<file path="src/rtl/ifu_pkg.sv">
`default_nettype none
// ============================================================================
//  Module      : ifu_pkg
//  Description : Shared types and constants for the instruction fetch unit.
//  Revision    : 1.0
// ============================================================================
package ifu_pkg;

    localparam int          IFU_AW       = 13;
    localparam logic [12:0] IFU_RESET_PC = 13'h1000;
    localparam logic [12:0] IFU_EXC_VEC  = 13'h0180;

    typedef enum logic [0:0] {
        FETCH = 1'b0,
        VALID = 1'b1
    } ifu_state_e;

    typedef enum logic [1:0] {
        NPC_SEQ = 2'b00,
        NPC_BR  = 2'b01,
        NPC_J   = 2'b10,
        NPC_JR  = 2'b11
    } npc_sel_e;

endpackage : ifu_pkg
`default_nettype wire

</file>
<file path="src/rtl/ifu_if.sv">
`default_nettype none
// ============================================================================
//  Module      : ifu_if
//  Description : Instruction-memory read port (address out, word back).
//  Revision    : 1.0
// ============================================================================
interface ifu_if #(
    parameter int AW = 13
);
    logic [AW-1:0] im_addr;
    logic [31:0]   im_dout;

    modport master (output im_addr, input  im_dout);
    modport slave  (input  im_addr, output im_dout);

endinterface : ifu_if
`default_nettype wire

</file>
<file path="src/rtl/ifu_npc.sv">
`default_nettype none
// ============================================================================
//  Module      : ifu_npc
//  Description : Combinational next-PC calculator (seq/branch/jump/jr).
//  Revision    : 1.0
// ============================================================================
module ifu_npc
    import ifu_pkg::*;
#(
    parameter int AW = IFU_AW
) (
    input  wire logic [AW-1:0] pc,
    input  wire logic [1:0]    npc_sel,
    input  wire logic          br_taken,
    input  wire logic [15:0]   imm16,
    input  wire logic [25:0]   j_index,
    input  wire logic [31:0]   jr_target,
    output logic      [AW-1:0] npc,
    output logic      [AW-1:0] pc4
);

    localparam logic [AW-1:0] C_FOUR = AW'(4);

    logic [AW-1:0] w_br_off;
    logic [AW-1:0] w_br_tgt;
    logic [AW-1:0] w_j_tgt;
    logic [AW-1:0] w_jr_tgt;
    logic          w_unused;

    assign pc4      = pc + C_FOUR;
    assign w_br_off = AW'({{16{imm16[15]}}, imm16, 2'b00});
    assign w_br_tgt = pc4 + w_br_off;
    assign w_j_tgt  = {j_index[AW-3:0], 2'b00};
    // Low two bits of the register target are dropped, never faulted.
    assign w_jr_tgt = {jr_target[AW-1:2], 2'b00};

    assign w_unused = ^{jr_target[31:AW], jr_target[1:0], j_index[25:AW-2]};

    always_comb begin
        npc = pc4;
        unique case (npc_sel_e'(npc_sel))
            NPC_SEQ: npc = pc4;
            NPC_BR:  npc = br_taken ? w_br_tgt : pc4;
            NPC_J:   npc = w_j_tgt;
            NPC_JR:  npc = w_jr_tgt;
            default: npc = pc4;
        endcase
    end

endmodule : ifu_npc
`default_nettype wire

</file>
<file path="src/rtl/ifu.sv">
`default_nettype none
// ============================================================================
//  Module      : ifu
//  Description : Instruction fetch unit: PC, IR, EPC/EXL and fetch handshake.
//  Revision    : 1.0
// ============================================================================
module ifu
    import ifu_pkg::*;
#(
    parameter int            AW       = IFU_AW,
    parameter logic [AW-1:0] RESET_PC = AW'(IFU_RESET_PC),
    parameter logic [AW-1:0] EXC_VEC  = AW'(IFU_EXC_VEC)
) (
    input  wire logic          clk,
    input  wire logic          rst_n,
    ifu_if.master              imem,
    output logic      [31:0]   ir,
    output logic               ir_valid,
    input  wire logic          npc_we,
    input  wire logic [1:0]    npc_sel,
    input  wire logic          br_taken,
    input  wire logic [15:0]   imm16,
    input  wire logic [25:0]   j_index,
    input  wire logic [31:0]   jr_target,
    input  wire logic          eret,
    input  wire logic          irq,
    output logic      [AW-1:0] pc,
    output logic      [AW-1:0] pc4,
    output logic      [AW-1:0] epc,
    output logic               exl
);

    ifu_state_e    state_q, state_d;
    logic [AW-1:0] pc_q,  pc_d;
    logic [AW-1:0] epc_q, epc_d;
    logic [31:0]   ir_q,  ir_d;
    logic          exl_q, exl_d;
    logic [AW-1:0] w_npc;

    ifu_npc #(
        .AW (AW)
    ) u_npc (
        .pc        (pc_q),
        .npc_sel   (npc_sel),
        .br_taken  (br_taken),
        .imm16     (imm16),
        .j_index   (j_index),
        .jr_target (jr_target),
        .npc       (w_npc),
        .pc4       (pc4)
    );

    always_ff @(posedge clk or negedge rst_n) begin
        if (!rst_n) begin
            state_q <= FETCH;
            pc_q    <= RESET_PC;
            epc_q   <= '0;
            ir_q    <= '0;
            exl_q   <= 1'b0;
        end else begin
            state_q <= state_d;
            pc_q    <= pc_d;
            epc_q   <= epc_d;
            ir_q    <= ir_d;
            exl_q   <= exl_d;
        end
    end

    always_comb begin
        state_d = state_q;
        pc_d    = pc_q;
        epc_d   = epc_q;
        ir_d    = ir_q;
        exl_d   = exl_q;
        unique case (state_q)
            FETCH: begin
                ir_d    = imem.im_dout;
                state_d = VALID;
            end
            VALID: begin
                if (npc_we) begin
                    state_d = FETCH;
                    // eret outranks irq so a pending request cannot block the return.
                    if (eret) begin
                        pc_d  = epc_q;
                        exl_d = 1'b0;
                    end else if (irq && !exl_q) begin
                        epc_d = w_npc;
                        pc_d  = EXC_VEC;
                        exl_d = 1'b1;
                    end else begin
                        pc_d  = w_npc;
                    end
                end
            end
            default: state_d = FETCH;
        endcase
    end

    assign imem.im_addr = pc_q;
    assign pc           = pc_q;
    assign epc          = epc_q;
    assign exl          = exl_q;
    assign ir           = ir_q;
    assign ir_valid     = (state_q == VALID);

endmodule : ifu
`default_nettype wire

</file>
<file path="src/flat_wrapper.sv">
// flat-port wrapper written by rule: the top's interface ports become plain ports
module ifu_flat import ifu_pkg::*;
#(
    parameter int            AW       = IFU_AW,
    parameter logic [AW-1:0] RESET_PC = AW'(IFU_RESET_PC),
    parameter logic [AW-1:0] EXC_VEC  = AW'(IFU_EXC_VEC)
)
  (clk, rst_n, ir, ir_valid, npc_we, npc_sel, br_taken, imm16, j_index, jr_target, eret, irq, pc, pc4, epc, exl, imem_im_addr, imem_im_dout);
  ifu_if #(.AW(AW)) imem_i ();
  input  wire logic clk;
  input  wire logic rst_n;
  output logic      [31:0] ir;
  output logic ir_valid;
  input  wire logic npc_we;
  input  wire logic [1:0] npc_sel;
  input  wire logic br_taken;
  input  wire logic [15:0] imm16;
  input  wire logic [25:0] j_index;
  input  wire logic [31:0] jr_target;
  input  wire logic eret;
  input  wire logic irq;
  output logic      [AW-1:0] pc;
  output logic      [AW-1:0] pc4;
  output logic      [AW-1:0] epc;
  output logic exl;
  output wire logic [$bits(imem_i.im_addr)-1:0] imem_im_addr;
  input wire logic [$bits(imem_i.im_dout)-1:0] imem_im_dout;
  assign imem_im_addr = imem_i.im_addr;
  assign imem_i.im_dout = imem_im_dout;
  ifu #(.AW(AW), .RESET_PC(RESET_PC), .EXC_VEC(EXC_VEC)) u_core (.clk(clk), .rst_n(rst_n), .imem(imem_i), .ir(ir), .ir_valid(ir_valid), .npc_we(npc_we), .npc_sel(npc_sel), .br_taken(br_taken), .imm16(imm16), .j_index(j_index), .jr_target(jr_target), .eret(eret), .irq(irq), .pc(pc), .pc4(pc4), .epc(epc), .exl(exl));
endmodule
</file>
<file path="config.mk">
export PLATFORM = sky130hd
export DESIGN_NAME = ifu_flat
export DESIGN_NICKNAME = d
export VERILOG_FILES = /design/src/rtl/ifu_pkg.sv /design/src/rtl/ifu_if.sv /design/src/rtl/ifu_npc.sv /design/src/rtl/ifu.sv /design/src/flat_wrapper.sv
export SDC_FILE = /design/constraint.sdc
export NUM_CORES = 1
export LEC_CHECK = 0
export ABC_AREA = 1
export CAP_MARGIN = 10
export CORE_MARGIN = 3
export CORE_UTILIZATION = 40
export DETAILED_ROUTE_END_ITERATION = 10
export PLACE_DENSITY = 0.85
export SLEW_MARGIN = 10
export SYNTH_ARGS = -nofsm -noshare
export SYNTH_HDL_FRONTEND = slang
export SYNTH_SLANG_ARGS = --single-unit
</file>
<file path="constraint.sdc">
create_clock -name clk -period 3.3 [get_ports clk]
set_input_delay 0.495 -clock clk [delete_from_list [all_inputs] [get_ports clk]]
set_output_delay 0.495 -clock clk [all_outputs]
set_load 0.02 [all_outputs]
</file>
Yosys cells after proc, flatten, opt, wreduce, memory -nomap -nowiden
Cells that the tools add are included.
{ "word_totals": {"register_bits": 60, "latch_bits": 0, "ram_bits": 0, "mem_bits_ro": 0, "in_bits": 114, "output_inout_bits": 86, "word_cells": 27, "n_memories": 0} }
{ "op_classes": {"n_addsub": 2, "n_mul": 0, "div": 0, "magnitude_cmp": 0, "n_eq_ne": 3, "n_shift": 0, "n_mux": 8, "n_bitwise": 2, "reduce_logical": 7} }
{ "op_table": {"columns": ["op", "n"], "rows": [
  ["$pmux 13 s4", 1],
  ["$mux 13", 3],
  ["$add 13x13->13", 1],
  ["$add 13x3->13 const B", 1],
  ["$eq 2x2->1 const B", 2],
  ["$reduce_and 4->1", 1],
  ["$mux 1", 3],
  ["$reduce_and 3->1", 1],
  ["$eq 2x1->1 const B", 1],
  ["$logic_not 2->1", 1],
  ["$not 1->1", 2],
  ["$pmux 1 s2", 1],
  ["$reduce_and 2->1", 1],
  ["$reduce_bool 2->1", 1],
  ["$logic_and 1x1->1", 1],
  ["$logic_not 1->1", 1]
]} }

Longest topological paths before layout
{ "logic_depth": {"depth_word": 6, "depth_mapped": 19, "depth_no_buf": 19} }

Hierarchy
Synthesis repeated with hierarchy kept, for this count alone.
{ "hier_totals": {"cells_unflattened": 497, "hier_area_um2": 3888.7} }
{ "by_module_without_submodules": {"columns": ["mod", "instances", "cells_per_inst", "area_each_um2", "seq_area_each_um2"], "rows": [
  ["ifu", 1, 255, 2627.5, 1502.7],
  ["ifu_npc", 1, 242, 1261.2, 0.0]
]} }

Least setup slack after synthesis
OpenSTA, ideal clock, no wires.
{ "synth_path": {"path_kind": "flip-flop to flip-flop", "start": "register u_core.pc_q[2], in the netlist u_core.imem.im_addr[2]", "end": "register u_core.pc_q[7], in the netlist u_core.imem.im_addr[7]", "setup_ps": 127, "t_arrival_ps": 2584, "t_required_ps": 3173, "setup_slack_ps": 588, "stages_incl_launch_ff": 16, "n_path_buf": 0, "period_less_slack_ps": 2712, "cell_sequence": "dfrtp_1 -> ha_1 -> nand2_1 -> nor2_4 -> xor2_1 -> inv_1 -> ha_1 -> a21oi_1 -> o21ai_0 -> a21oi_1 -> xor2_1 -> nand2_1 -> nand2_1 -> nand3_1 -> nor2_1 -> o21ai_0"} }
{ "synth_between": {"elab_chain_cells": 6} }
{ "synth_rtl": {"columns": ["item", "line_no", "source"], "rows": [
  ["from (decl)", "ifu.sv:34", "logic [AW-1:0] pc_q, pc_d;"],
  ["from (signal assigned)", "ifu.sv:62", "pc_q <= pc_d;"],
  ["$add 13x3->13", "ifu_npc.sv:30", "assign pc4 = pc + C_FOUR;"],
  ["named net pc4[6]", "flat_wrapper.sv:23", "output logic [AW-1:0] pc4;"],
  ["$add 13x13->13", "ifu_npc.sv:32", "assign w_br_tgt = pc4 + w_br_off;"],
  ["$mux 13", "ifu_npc.sv:43", "NPC_BR: npc = br_taken ? w_br_tgt : pc4;"],
  ["$pmux 13 s4", "ifu_npc.sv:41", "unique case (npc_sel_e'(npc_sel))"],
  ["$mux 13", "ifu.sv:87", "end else if (irq && !exl_q) begin"],
  ["$mux 13", "ifu.sv:84", "if (eret) begin"]
]} }
The timed path passes the listed nets, and every way through them passes these cells.
A chain may end at the register's enable or synchronous reset.

Final worst setup path
{ "layout_path": {"start": "register u_core.pc_q[3], in the netlist u_core.imem.im_addr[3]", "end": "register u_core.pc_q[7], in the netlist u_core.imem.im_addr[7]"} }
{ "layout_between": {"elab_chain_cells": 6} }
{ "layout_rtl": {"columns": ["item", "line_no"], "rows": [
  ["$add 13x3->13 (*)", "ifu_npc.sv:30"],
  ["$add 13x13->13", "ifu_npc.sv:32"],
  ["$mux 13", "ifu_npc.sv:43"],
  ["$pmux 13 s4 (*)", "ifu_npc.sv:41"],
  ["$mux 13 (*)", "ifu.sv:87"],
  ["$mux 13 (*)", "ifu.sv:84"]
]} }
Every way passes the cells marked *; elsewhere a longest branch is shown, timed or not.

==> impl_metrics.sql <==
INSERT INTO impl_metrics (metric_group, metric, value, unit) VALUES
('status', 'outcome', 'completed', ''),
('finish', 'finish.cell_count_without_fillers', '701', ''),
('route', 'drtIter0Drc', '263', ''),
('cts', 'postCtsResizedCells', '0', ''),
('cts', 'post-cts-setup-buffers', '0', ''),
('logic_synthesis', 'syn_avg_cell_area', '8.44', 'sq um'),
('logic_synthesis', 'synth_top_cells_by_area', 'sky130_fd_sc_hd__dfrtp_1 40%, sky130_fd_sc_hd__nand2_1 10%, sky130_fd_sc_hd__mux2_2 9.7%, sky130_fd_sc_hd__nand3_1 5.1%, sky130_fd_sc_hd__inv_1 4.7%', ''),
('timing', 'final_period_minus_worst_setup_slack', '2950', 'ps'),
('grt', 'globalRoute.totalOverflow', '0', ''),
('timing', 'fin_worst_skew', '7.39', 'ps'),
('cts', 'root_buffer', 'sky130_fd_sc_hd__clkbuf_8', ''),
('route', 'vias_per_cell', '5.20', ''),
('cts', 'ctsLongestPathBuffers', '2', ''),
('grt', 'grt_first_pass_wirelength', '18300', 'um'),
('timing', 'timing.final.hold_violations', '0', ''),
('cts', 'post_cts_hold_buffer_count', '0', ''),
('cts', 'cts-buffers-inserted', '9', ''),
('route', 'routed_wirelength', '11800', 'um'),
('power', 'pwr_density_cell', '611', 'nW/um^2'),
('floorplan', 'die_w', '103', 'um'),
('logic_synthesis', 'number_of_storage_elements_in_the_synthesis_netlist', '60', ''),
('worst_setup_path', 'timing.critical_path.from_type', 'flop', ''),
('timing', 'timing_worst_slew_pin_value', '1030', 'ps'),
('flow_run', 'max-cap-violations', '0', ''),
('grt', 'grt_max_degree', '49', ''),
('cts', 'insertion_delay', '340', 'ps'),
('route', 'detail_route.drc_violations', '0', ''),
('placed_design', 'place_ws', '404', 'ps'),
('finish', 'final_area', '5510', 'sq um'),
('logic_synthesis', 'main_synth_ff_type', 'sky130_fd_sc_hd__dfrtp_1', ''),
('timing', 'timing.fmax', '339', 'MHz'),
('placed_design', 'finalWeightedCongestion', '0.898', ''),
('logic_synthesis', 'yosysWarnings', '0', ''),
('floorplan', 'dieHeight', '103', 'um'),
('floorplan', 'die_area', '10500', 'sq um'),
('finish', 'antenna_cells', '0', ''),
('timing', 'final_min_period_over_clock_period', '89.3', '%'),
('finish', 'flow.area_growth_from_synthesis', '47.7', '%'),
('timing', 'max_slew_violations', '0', ''),
('finish', 'layout_nets', '716', ''),
('logic_synthesis', 'yosys.area.top_type', 'sky130_fd_sc_hd__dfrtp_1', ''),
('worst_setup_path', 'worst-path-max-fanout', '6', ''),
('power', 'irDropWorstVdd', '0.000447', 'V'),
('route', 'vias_post_dr', '3645', ''),
('grt', 'via_count_of_the_first_global_routing_pass', '3603', ''),
('route', 'detail_route.first_pass.iterations', '4', ''),
('worst_setup_path', 'criticalPathCategory', 'flop to flop', ''),
('finish', 'layout_commonest_cell', 'sky130_fd_sc_hd__clkdlybuf4s50_1', ''),
('finish', 'layout_common_cells', '157 x sky130_fd_sc_hd__clkdlybuf4s50_1, 104 x sky130_fd_sc_hd__nand2_1, 59 x sky130_fd_sc_hd__dfrtp_1', ''),
('cts', 'cts.htree.levels', '3', ''),
('timing', 'worst_slack', '352', 'ps'),
('cts', 'cts_tree', 'built', ''),
('logic_synthesis', 'synth.cell_area', '3730', 'sq um'),
('logic_synthesis', 'synthArstFlopShare', '100', '%'),
('cts', 'worst_setup_hold_path_clk_slew', '70', 'ps'),
('logic_synthesis', 'yosysUniqueCellTypes', '38', ''),
('route', 'wl_per_cell', '16.8', 'um'),
('logic_synthesis', 'yosysTopAreaCellShare', '39.6', '%'),
('grt', 'global_route.usage.total', '22.5', '%'),
('route', 'detail-route-antenna-nets', '0', ''),
('worst_setup_path', 'worst_ep_required_time', '3520', 'ps'),
('timing', 'rsz_0062_raised_after_global_routing', 'false', ''),
('timing', 'report.final.setup_viol', '0', ''),
('grt', 'grt_antenna_before_repair', '0', ''),
('logic_synthesis', 'synth-seq-area-share', '40.3', '%'),
('placed_design', 'portBuffers', '158', ''),
('finish', 'final_layout_size_suffix_gt1_share', '12.5', '%'),
('floorplan', 'start_util', '42.0', '%'),
('hold_path', 'min-delay-path-class', 'input pin to asynchronous set/reset pin', ''),
('logic_synthesis', 'synth_fp_nets', '570', ''),
('cts', 'cts.sink_count', '60', '');
[worst paths after layout]
| kind | startpoint | end | slack, ps | cells after the start |
|---|---|---|---|---|
| max in group asynchronous | rst_n | u_core.ir[8] | 2170 | 2 |
| worst max register to register | u_core.imem.im_addr[3] | u_core.imem.im_addr[7] | 350 | 15 |
| worst min-delay path | rst_n | u_core.ir[28] | 340 | 1 |
| worst min register to register | u_core.ir[30] | u_core.ir[30] | 510 | 1 |
| worst max-delay path | u_core.imem.im_addr[3] | u_core.imem.im_addr[7] | 350 | 15 |
| min in group clk | u_core.ir[30] | u_core.ir[30] | 510 | 1 |
[layer usage]
layer	part of all wire [%]	GRT usage, %
met1	41	28.2
met2	49	37.7
met3	8.9	7.58
met4	0.97	5.25
met5	0	0
[layout make-up]
| class | count | area, sq um |
|---|---|---|
| Fill cell | 721 | 3380 |
| Multi-Input combinational cell | 301 | 1840 |
| Timing Repair Buffer | 163 | 1610 |
| Sequential cell | 60 | 1500 |
| Inverter | 53 | 199 |
| Clock buffer | 12 | 145 |
| Tap cell | 108 | 135 |
| Clock inverter | 4 | 72.6 |
[registers in the layout (all words and copies together), names as in the netlist]
name and flops:
u_core.exl 1, u_core.ir_valid 1, u_core.imem.im_addr 13, u_core.epc 13
u_core.ir 32
[cells by family (layout without fill, tap and decap cells)]
kind of cell,after synthesis,count (layout),synth area share (%)
DFF,60,60,40.3
muxes,32,32,9.66
buffers and inverters,81,232,10.4
xor gates and xnor gates,7,7,2.15
AOI/OAI and AO/OA,61,61,9.76
and+or+nand+nor,187,187,22.9
adders and majority gates,14,14,4.90
[power breakdown]
group          leakage, nW  switching [mW]  internal, mW
sequential           0.723           0.153         0.890
combinational         1.64           0.869         0.720
clock                0.107           0.291         0.445
total                 2.47            1.31          2.06
[synthesized netlist by cell type (all sizes together), types with 2 or more instances]
| cell type | n |
|---|---|
| o21bai | 2 |
| nand3 | 43 |
| o21ai | 23 |
| nand4 | 7 |
| nor2 | 25 |
| a21oi | 22 |
| inv | 51 |
| buf | 19 |
| xor2 | 6 |
| nand2 | 106 |
| nor3 | 4 |
| o221ai | 5 |
| o211ai | 2 |
| a22oi | 5 |
| mux2 | 32 |
| clkinv | 2 |
| clkbuf | 9 |
| ha | 13 |
| dfrtp | 59 |
[metrics by stage]
step | power (mW) | hold slack [ps]
floorplan | 1.91 | 199
global placement | 2.60 | 486
detailed placement | 2.63 | 494
CTS | 3.38 | 360
global route | 3.56 | 399
finish | 3.37 | 336
[critical path, cell delays in order, from the launching register on]
cell,delay (ps)
sky130_fd_sc_hd__dfrtp_1,500
sky130_fd_sc_hd__ha_1,290
sky130_fd_sc_hd__nand2_1,110
sky130_fd_sc_hd__nor2_4,160
sky130_fd_sc_hd__xor2_1,150
sky130_fd_sc_hd__inv_1,120
sky130_fd_sc_hd__ha_1,350
sky130_fd_sc_hd__a21oi_1,210
sky130_fd_sc_hd__o21ai_0,150
sky130_fd_sc_hd__a21oi_1,170
sky130_fd_sc_hd__xor2_1,170
sky130_fd_sc_hd__nand2_1,70
sky130_fd_sc_hd__nand2_1,90
sky130_fd_sc_hd__nand3_1,120
sky130_fd_sc_hd__nor2_1,100
sky130_fd_sc_hd__o21ai_0,70
No activity file was read; power rests on OpenSTA's default activity.
